[src/rtl/readout_fifo_arbiter.sv]
// Round-robin burst read scheduler sharing one frame-builder port among NUM
// readout FIFOs; tags returned words with valid / start / end-of-burst markers.
module readout_fifo_arbiter #(
   parameter int unsigned NUM   = 4,
   parameter int unsigned ID_W  = 2,
   parameter int unsigned WIDTH = 7,
   parameter int unsigned BURST = 16
) (
   input  logic                   clk,
   input  logic                   reset,
   input  logic                   enable,
   input  logic [NUM-1:0]         empty,
   input  logic [NUM*WIDTH-1:0]   wordCount,
   input  logic                   outReady,
   output logic [NUM-1:0]         rden,
   output logic [ID_W-1:0]        grantId,
   output logic                   dataValid,
   output logic                   sof,
   output logic                   eof,
   output logic [WIDTH-1:0]       burstLen,
   output logic                   busy
);

   typedef enum logic [1:0] {IDLE, GRANT, READ, GAP} state_t;

   localparam logic [WIDTH-1:0] BURST_W = WIDTH'(BURST);
   localparam logic [WIDTH-1:0] ONE     = WIDTH'(1);
   localparam logic [ID_W:0]    NUM_W   = (ID_W+1)'(NUM);

   state_t           state, nextState;
   logic [ID_W-1:0]  ptr, selId;
   logic [ID_W:0]    sum;
   logic             found;
   logic [WIDTH-1:0] selCount, selTarget, target, count;
   logic             grantEmpty, readOk, lastRead;

   // First non-empty FIFO searching ptr, ptr+1, ... with wrap at NUM.
   always_comb begin
      found = 1'b0;
      selId = '0;
      sum   = '0;
      for (int unsigned k = 0; k < NUM; k++) begin
         sum = {1'b0, ptr} + (ID_W+1)'(k);
         if (sum >= NUM_W)
            sum = sum - NUM_W;
         if (!found && !empty[sum[ID_W-1:0]]) begin
            found = 1'b1;
            selId = sum[ID_W-1:0];
         end
      end
   end

   always_comb begin
      selCount  = wordCount[selId*WIDTH +: WIDTH];
      selTarget = (selCount == '0 || selCount > BURST_W) ? BURST_W : selCount;
   end

   assign grantEmpty = empty[grantId];
   assign readOk     = (state == READ) && outReady && !grantEmpty && (count < target);
   assign lastRead   = readOk && ((count + ONE) == target);

   always_ff @(posedge clk or posedge reset) begin
      if (reset)
         state <= IDLE;
      else
         state <= nextState;
   end

   always_comb begin
      nextState = state;
      case (state)
         IDLE:    if (enable && found) nextState = GRANT;
         GRANT:   nextState = READ;
         READ:    if (grantEmpty || lastRead) nextState = GAP;
         GAP:     nextState = IDLE;
         default: nextState = IDLE;
      endcase
   end

   always_comb begin
      rden          = '0;
      rden[grantId] = readOk;
      busy          = (state != IDLE);
   end

   // count doubles as burstLen: both clear on selection and step on each read.
   always_ff @(posedge clk or posedge reset) begin
      if (reset) begin
         ptr       <= '0;
         grantId   <= '0;
         target    <= '0;
         count     <= '0;
         dataValid <= 1'b0;
         sof       <= 1'b0;
         eof       <= 1'b0;
      end else begin
         dataValid <= readOk;
         sof       <= readOk && (count == '0);
         eof       <= (state == READ) && (grantEmpty || lastRead);
         case (state)
            IDLE: begin
               if (enable && found) begin
                  grantId <= selId;
                  target  <= selTarget;
                  count   <= '0;
               end
            end
            READ: begin
               if (readOk)
                  count <= count + ONE;
            end
            GAP: begin
               ptr <= (grantId == ID_W'(NUM-1)) ? '0 : grantId + ID_W'(1);
            end
            default: ;
         endcase
      end
   end

   assign burstLen = count;

endmodule

[config.mk]
export PLATFORM = sky130hd
export DESIGN_NAME = readout_fifo_arbiter
export DESIGN_NICKNAME = d
export VERILOG_FILES = /design/src/rtl/readout_fifo_arbiter.sv
export SDC_FILE = /design/constraint.sdc
export NUM_CORES = 1
export LEC_CHECK = 0
export BUFFER_PORTS_ARGS = -buffer_cell sky130_fd_sc_hd__buf_2
export CAP_MARGIN = 20
export CORE_UTILIZATION = 55
export DETAILED_ROUTE_END_ITERATION = 8
export MAX_ROUTING_LAYER = met4
export PLACE_DENSITY = 0.85
export SYNTH_ARGS = -nofsm -noshare
export SYNTH_HDL_FRONTEND = slang
export SYNTH_SLANG_ARGS = --single-unit
[constraint.sdc]
create_clock -name clk -period 5.1 [get_ports clk]
set_clock_uncertainty 0.15 [all_clocks]
set_input_delay 0.51 -clock clk [delete_from_list [all_inputs] [get_ports clk]]
set_output_delay 0.51 -clock clk [all_outputs]
set_load 0.02 [all_outputs]
==> results of run 1 <==
[flip-flops by register name, indices dropped and copies added (netlist names)]
signal     flops
grantId        2
eof            1
state          2
sof            1
ptr            2
target         7
burstLen       7
dataValid      1
[cell usage in the layout (no fill, tap or decap), drive strengths merged]
cell type / instances
o21a: 1
ha: 17
o21ai: 9
nor4b: 2
a21o: 2
and4bb: 1
nor2: 6
a221o: 1
xor2: 5
or4b: 1
o31ai: 8
a31oi: 2
a21oi: 5
o2111ai: 1
a211oi: 1
nand3: 7
dfrtp: 23
o22ai: 2
xnor2: 8
mux2: 8
nor2b: 1
nor4: 1
nand2b: 2
nand2: 15
a22oi: 2
nor3: 5
and2: 4
or2: 2
mux2i: 10
nand4: 2
mux4: 1
buf: 52
clkbuf: 3
clkinv: 1
inv: 18
[logic make-up after synthesis]
logic type,count (synthesis),share of synthesized area
multiplexers,19,0.127
flip-flops,23,0.337
AO/OA/AOI/OAI,34,0.130
buffers and inverters,22,0.0527
XOR/XNOR,13,0.0667
adder cells (fa/ha/maj),17,0.125
AND/OR/NAND/NOR,49,0.162
[report_power, final]
group          internal, W  leakage [nW]  switching [W]
combinational     0.000210         0.710       0.000262
clock            0.0000294        0.0177      0.0000573
sequential        0.000234         0.302      0.0000501
[metal layers]
layer | track usage | vias up
met5 | - | -
met4 | 0.0850 | 0
met3 | 0.0201 | 5
met2 | 0.417 | 52
met1 | 0.273 | 643
li1 | - | 731
[worst register-to-register path, cell delays in order, from the launching register on]
cell	delay [ps]
dfrtp_1	480
ha_1	340
a21o_1	180
a211oi_1	220
a21oi_1	130
nor4b_4	540
and4bb_1	300
o21ai_1	100
mux2_4	310
[worst max path at each step]
stage	to	from	slack, ps
after floorplan	rden[0]	burstLen[3]	2440
after global placement	rden[1]	burstLen[3]	2310
after detailed placement	rden[2]	burstLen[3]	2270
after CTS	rden[2]	burstLen[3]	1900
after global routing	rden[2]	burstLen[3]	1650
final	rden[2]	burstLen[3]	1890
[metrics by stage]
step,utilization,setup WS [ps],instances,power [W]
global placement,0.696,2310,256,0.000743
finish,0.705,1890,260,0.000843
CTS,0.705,1900,260,0.000848
global route,0.705,1650,260,0.000921
floorplan,-,2440,177,0.000646
detailed placement,0.696,2270,256,0.000761
[cell type report]
cell class,count,area (um2),share of cell area
Clock buffer,3,22.5,0.0112
Clock inverter,1,5.00,0.00249
Inverter,18,67.6,0.0336
Multi-Input combinational cell,132,1040,0.518
Sequential cell,23,576,0.286
Tap cell,31,38.8,0.0193
Timing Repair Buffer,52,260,0.129
==> out/qor.yml, run 1 <==
yosys_warnings: 0
netlist_top_cells_area: "dfrtp_1 34%, ha_1 12%, mux2i_1 5.9%"
synth_edf_count: 0
crit_path_end_kind: "output pin"
synth_top_cell_by_area: "dfrtp_1"
arrival_ps: 2550
crit_buf_inv: 1
p_leak_nw: 1.03
postSynthCellCount: 177
grtUsageTotal: 0.233
fin_area_um2: 2010
cp.depth: 7
rsz0062_at_grt: "false"
drt_iter0_drc: 35
worst_pin_slew_ps: 843
cp_slowest_cell: "nor4b_4"
syn_area_um2: 1710
seq_area_frac_synth: 0.337
start_util: 0.599
nets: 283
post-route-drc-count: 3
max_slew_margin: 0.438
io-pin-count: 53
antenna_cells: 0
reg2reg_to: "state[1]"
critPathLaunchType: "flop"
setup_tns_ps: 0
period_needed_ps: 3210
worstReg2RegStart: "burstLen[3]"
htreeDepth: 1
slew_viol_final: 0
place_congestion: 0.878
cts_hold_buf: 0
grt_pass1_vias: 1381
hold_class: "in -> async"
cts_tree: "yes"
die_area_um2: 3330
wl_met3_um: 158
hold_slack_ps: 182
post_cts_buffers: 0
synth_ff_type: "dfrtp_1"
drtPass1Iterations: 7
grt_antenna_before_repair: 0
dp.final_hpwl_um: 2730
path_class: "reg -> out"
ys_types: 39
netlist_top_cells_count: "23 x dfrtp_1, 18 x inv_1, 17 x ha_1"
hold_viol: 0
wl_met2_um: 1620
cts.repair.resized: 0
outcome: "finished with violations"
route.top_layer_used: "met4"
coreArea_um2: 2850
rr_worst_depth: 8
r2r_slack_ps: 2270
portBuffers: 52
area_delta_synth_final_pct: 17.8
netlist.area_leader.share: 0.337
maxCapViolCount: 0
cts_buffer_depth: 2
rows: 19
cts_buffers: 3
cts.sinks: 23
wl_met1_um: 1520
vias: 1431
p_per_area_nw_per_um2: 419
syn_avg_cell_area_um2: 9.65
path_cells: "ha_1 > a21o_1 > a211oi_1 > a21oi_1 > nor4b_4 > and2_1 > buf_2"
ir_drop_mv: 0.266
setup_violations: 0
nFillCells: 234
critPathMaxStageDelay_ps: 540
async_flop_share: 1.00
grt_overflow: 0
routedWlPerCell_um: 12.9
routed_wl_um: 3350
grt_pass1_wl_um: 5840
syn_nets: 230
placed_area_um2: 1980
fmax_ghz: 0.311
synth_seq_cells: 23
clk_latency_ps: 320
cp_max_fo: 11
path_clk_slew_ps: 130
via_per_inst: 5.50
critPathTopFamily: "simple AND/OR/NAND/NOR gates"
cp.required_ps: 4440
cts_root_buf: "clkbuf_4"
final_layout_size_suffix_gt1_frac: 0.310
failed_checks: "DRC"
die_y_um: 57.7
die_w_um: 57.7
ant_nets: 0
synth.most_common_cell: "dfrtp_1"
grt_max_degree: 24
finalCritPeriodShare: 0.630
Power figures use the tool's default switching activity.
==> run 2, diff against run 1 <==
--- a/config.mk
+++ b/config.mk
@@ -7,10 +7,10 @@
 export LEC_CHECK = 0
 export BUFFER_PORTS_ARGS = -buffer_cell sky130_fd_sc_hd__buf_2
 export CAP_MARGIN = 20
-export CORE_UTILIZATION = 55
+export CORE_UTILIZATION = 46
 export DETAILED_ROUTE_END_ITERATION = 8
 export MAX_ROUTING_LAYER = met4
-export PLACE_DENSITY = 0.85
+export PLACE_DENSITY = 0.76
 export SYNTH_ARGS = -nofsm -noshare
 export SYNTH_HDL_FRONTEND = slang
 export SYNTH_SLANG_ARGS = --single-unit
==> constraint.sdc (replaced) <==
create_clock -name clk -period 2.8 [get_ports clk]
set_clock_uncertainty 0.15 [all_clocks]
set_input_delay 0.28 -clock clk [delete_from_list [all_inputs] [get_ports clk]]
set_output_delay 0.28 -clock clk [all_outputs]
set_load 0.02 [all_outputs]
==> run 2 against run 1 <==
  * The run now ends clean
  * Sequential power rose by 85%
  * Non-clock buffer count is 4 higher
  * Final cell count is 7.3% higher
  * First-iteration DRC count increased by 91%
  * Register-to-register slack got worse by 1900 ps
  * Wire length up 6.9%
  * Core utilization is 9.9 points lower
  * Die area increased by 19%
  * Count of clock-buffer cells in the layout unchanged
  * Worst setup slack worse by 1700 ps
  * Combinational power rose by 84%
  * Total power rose by 91%
  * Critical path type unchanged
  * Critical endpoint is now rden[0]
  * Highest routed layer unchanged
==> out/qor.yml, run 2 (same netlist as run 1, synthesis figures left out) <==
maxCapViolCount: 0  # unchanged
die_area_um2: 3960  # +19%
htreeDepth: 1  # unchanged
routedWlPerCell_um: 12.8  # -0.37%
crit_path_end_kind: "output pin"
nFillCells: 315  # +35%
area_delta_synth_final_pct: 22.3
final_layout_size_suffix_gt1_frac: 0.330  # +0.0204
drtPass1Iterations: 4  # -3
cts.sinks: 23  # unchanged
critPathLaunchType: "flop"
grt_pass1_wl_um: 6120  # +4.7%
start_util: 0.496  # -0.103
die_w_um: 62.9  # +9.0%
nets: 287  # +1.4%
mostFrequentLayoutCells: "52 x buf_2, 21 x dfrtp_1, 18 x inv_1, 17 x ha_1, 15 x nand2_1"
max_slew_margin: 0.429  # -0.00885
fmax_ghz: 0.376
ant_nets: 0  # unchanged
critPathMaxStageDelay_ps: 440  # -100 ps
cts_buffers: 3  # unchanged
worst_pin_slew_ps: 856  # +13.3 ps
clk_latency_ps: 280  # -40 ps
p_sw_frac: 0.430  # -0.00866
rows: 21  # +2
cts_root_buf: "clkbuf_8"
setup_tns_ps: 0  # unchanged
grt_max_degree: 24  # unchanged
cell_internal_pwr_w: 0.000919  # +94%
grtUsageTotal: 0.199  # -0.0336
grt_overflow: 0  # unchanged
outcome: "finished clean"
slew_viol_final: 0  # unchanged
vias: 1499  # +4.8%
p_sw_w: 0.000692  # +87%
path_cells: "ha_1 > a21o_1 > a211oi_1 > a21oi_1 > nor4b_4 > buf_6 > and2_1 > buf_2"
die_y_um: 62.9  # +9.0%
clkPwrFrac: 0.135  # +0.032
cts_buffer_depth: 2  # unchanged
path_clk_slew_ps: 90  # -40 ps
hold_class: "in -> async"
coreArea_um2: 3440  # +21%
portBuffers: 52  # unchanged
place_congestion: 0.850  # -3.2%
p_leak_nw: 1.05  # +2.3%
post-route-drc-count: 0  # -3
antenna_cells: 0  # unchanged
ir_drop_mv: 0.432  # +62%
hold_slack_ps: 10.2  # -172 ps
drt_iter0_drc: 67  # +91%
dp.final_hpwl_um: 2890  # +5.6%
rsz0062_at_grt: "false"
cp.depth: 8  # +1
p_per_area_nw_per_um2: 771  # +84%
arrival_ps: 2230  # -320 ps
io-pin-count: 53  # unchanged
cp.required_ps: 2370  # -2070 ps
grt_pass1_vias: 1439  # +4.2%
grt_antenna_before_repair: 0  # unchanged
rr_worst_depth: 8  # unchanged
setup_violations: 0  # unchanged
hold_viol: 0  # unchanged
seqPwrFrac: 0.326  # -0.011
cts_tree: "yes"
pwr-share-comb: 0.539  # -0.021
routed_wl_um: 3580  # +6.9%
path_class: "reg -> out"
cts_hold_buf: 0  # unchanged
period_needed_ps: 2660
crit_buf_inv: 2  # +1
via_per_inst: 5.37  # -2.4%
final_common_cell: "buf_2"
finalCritPeriodShare: 0.949
cp_max_fo: 7  # -4
cp_slowest_cell: "dfrtp_2"
critPathTopFamily: "compound AO/OA/AOI/OAI gates"
## run 2: cell type report
cell class | instances | area [um2] | area share
clock buffers | 3 | 41.3 | 0.0198
clock inverters | 1 | 7.51 | 0.00359
inverters | 18 | 67.6 | 0.0324
multi-input cells | 132 | 1040 | 0.499
flip-flops and latches | 23 | 578 | 0.277
well taps | 46 | 57.6 | 0.0276
repair buffers | 56 | 294 | 0.141
## run 2: power by group through the flow
stage          Sequential [W]  Clock (W)  Combinational (W)
6_report             0.000525   0.000218           0.000868
3_3_place_gp         0.000523          0           0.000848
2_1_floorplan        0.000553          0           0.000625
3_5_place_dp         0.000529          0           0.000862
4_1_cts              0.000522   0.000219           0.000865
5_1_grt              0.000540   0.000240           0.000966
## run 2: repair_timing
item / in CTS / in global routing
endpoints found under the setup margin: 0 / 4
setup buffers: 0 / 2
resized for setup: 0 / 3
## run 2: path summary, 6_finish.rpt
path / start / end / slack (ps)
worst max-delay path: burstLen[3] / rden[0] / 140
worst min-delay path: reset / ptr[1] / 10
worst max register to register: burstLen[3] / state[1] / 330
worst min register to register: target[0] / target[0] / 350
max in group asynchronous: reset / burstLen[3] / 1890
min in group clk: enable / target[6] / 70
## run 2: routing by layer
layer  vias up  wire (um)  track usage
met3         5        226       0.0347
met1       686       1630        0.236
met2        70       1680        0.332
li1        738          -            -
met5         -          0            -
met4         0         47       0.0814
## run 2: through the flow
| stage | std cells | setup slack, ps | utilization | area [um2] | power, W |
|---|---|---|---|---|---|
| detailed placement | 273 | 287 | 0.586 | 2020 | 0.00139 |
| global placement | 273 | 345 | 0.586 | 2020 | 0.00137 |
| global route | 279 | 1.74 | 0.607 | 2090 | 0.00175 |
| CTS | 277 | 14.6 | 0.601 | 2070 | 0.00161 |
| floorplan | 177 | 325 | - | 1710 | 0.00118 |
| finish | 279 | 143 | 0.607 | 2090 | 0.00161 |
==> run 3, diff against run 2 <==
--- a/config.mk
+++ b/config.mk
@@ -10,7 +10,7 @@
 export CORE_UTILIZATION = 46
 export DETAILED_ROUTE_END_ITERATION = 8
 export MAX_ROUTING_LAYER = met4
-export PLACE_DENSITY = 0.76
+export PLACE_DENSITY = 0.79
 export SYNTH_ARGS = -nofsm -noshare
 export SYNTH_HDL_FRONTEND = slang
 export SYNTH_SLANG_ARGS = --single-unit
==> run 3 against run 2 <==
  * Fmax decreased by 2.2%
  * Final cell count up 0.36%
  * Total power up 0.55%
  * Register-to-register slack got worse by 30 ps
==> out/qor.yml, run 3 (same netlist as run 1, synthesis figures left out) <==
post-route-drc-count: 0  # unchanged
grt_busiest_layer: "met2"
grt_pass1_vias: 1343  # -6.7%
grt_overflow: 0  # unchanged
drt_iter0_drc: 56  # -16%
maxCapViolCount: 0  # unchanged
path_clk_slew_ps: 80  # about the same
cts_root_buf: "clkbuf_8"
portBuffers: 52  # unchanged
cts.sinks: 23  # unchanged
use_met1: 0.225  # -0.0108
routedWlPerCell_um: 12.7  # -0.94%
met3_usage: 0.0219  # -0.0128
grt_pass1_wl_um: 5740  # -6.2%
nets: 288  # +0.35%
setup_violations: 0  # unchanged
cts_tree: "yes"
rows: 21  # unchanged
outcome: "finished clean"
via_per_inst: 5.28  # -1.7%
cts_hold_buf: 0  # unchanged
final_layout_size_suffix_gt1_frac: 0.325  # -0.00569
grtUsageTotal: 0.190  # -0.00892
mostFrequentLayoutCells: "52 x buf_2, 22 x dfrtp_1, 18 x inv_1, 17 x ha_1, 15 x nand2_1"
hold_class: "in -> async"
finalCritPeriodShare: 0.970  # +0.0209
die_area_um2: 3960  # unchanged
start_util: 0.496  # unchanged
cp.required_ps: 2370  # about the same
die_w_um: 62.9  # unchanged
coreArea_um2: 3440  # unchanged
cts_buffers: 3  # unchanged
final_common_cell: "buf_2"
drtPass1Iterations: 4  # unchanged
slew_viol_final: 0  # unchanged
place_congestion: 0.789  # -7.1%
area_delta_synth_final_pct: 22.4
arrival_ps: 2290  # +60 ps
routed_wl_um: 3560  # -0.59%
grt_max_degree: 24  # unchanged
grt_antenna_before_repair: 0  # unchanged
rr_worst_depth: 9  # +1
htreeDepth: 1  # unchanged
clk_latency_ps: 270  # about the same
ant_nets: 0  # unchanged
dp.final_hpwl_um: 2860  # -1.0%
p_leak_nw: 1.06  # +0.72%
antenna_cells: 0  # unchanged
critPathLaunchType: "flop"
p_per_area_nw_per_um2: 775  # +0.43%
worst_pin_slew_ps: 850  # -5.45 ps
vias: 1479  # -1.3%
period_needed_ps: 2720  # +58.6 ps
cp_max_fo: 8  # +1
cts_buffer_depth: 2  # unchanged
fin_area_um2: 2090  # +0.12%
ir_drop_mv: 0.375  # -13%
fmax_ghz: 0.368  # -2.2%
die_y_um: 62.9  # unchanged
placed_area_um2: 2020  # unchanged
max_slew_margin: 0.432  # +0.00364
crit_path_end_kind: "output pin"
io-pin-count: 53  # unchanged
setup_tns_ps: 0  # unchanged
grt.met2_usage: 0.319  # -0.0134
hold_viol: 0  # unchanged
rsz0062_at_grt: "false"
path_class: "reg -> out"
## run 3: cell count changes in the layout (fill, tap and decap cells not counted), sizes merged
cell / delta
clkinvlp: -1
buf: +1
clkbuf: +1
## run 3: routing by layer
metal	share of wire	wire [um]	vias up
met3	0.051	182	7
met1	0.47	1690	676
met2	0.45	1600	59
met5	0	0	-
met4	0.023	82	0
li1	-	-	737
## run 3: cell type report
type / instances / area (um2)
clock buffer: 4 / 45.0
sequential: 23 / 577
fill: 317 / 1350
multi-input combinational: 132 / 1040
tap: 46 / 57.6
inverter: 18 / 67.6
timing repair buffer: 57 / 302
## run 3: worst paths after layout
kind	slack (ps)	to	from
setup / recovery	80	rden[1]	target[3]
hold reg to reg	350	target[0]	target[0]
min in group clk	90	target[5]	enable
setup reg to reg	300	state[1]	target[3]
max in group asynchronous	1910	burstLen[2]	reset
hold / removal	20	grantId[1]	reset
## run 3: what timing repair did
item	in CTS	in global routing
gates resized for setup	0	2
buffers inserted	0	3
setup endpoints to repair	0	4
## run 3: where the power goes
group / switching (W) / leakage, nW / internal (W)
combinational: 0.000485 / 0.738 / 0.000399
clock: 0.000111 / 0.0228 / 0.000102
sequential: 0.0000957 / 0.300 / 0.000427
## run 3: critical path, stage by stage, from the launching register on
cell and delay, ps:
dfrtp_1 390, inv_1 60, ha_1 280, a21o_1 180, a211oi_1 230, a21oi_1 130, nor4b_4 310, buf_6 160
and2_1 120, buf_2 150
## run 3: metrics by stage
| stage | setup WS (ps) | hold WS [ps] | utilization | total power, W | cells |
|---|---|---|---|---|---|
| detailed placement | 320 | 344 | 0.586 | 0.00140 | 273 |
| global placement | 419 | 334 | 0.586 | 0.00137 | 273 |
| global route | 17.7 | 102 | 0.607 | 0.00175 | 280 |
| floorplan | 325 | 132 | - | 0.00118 | 177 |
| CTS | 38.3 | 61.6 | 0.599 | 0.00161 | 277 |
| finish | 84.4 | 15.9 | 0.607 | 0.00162 | 280 |
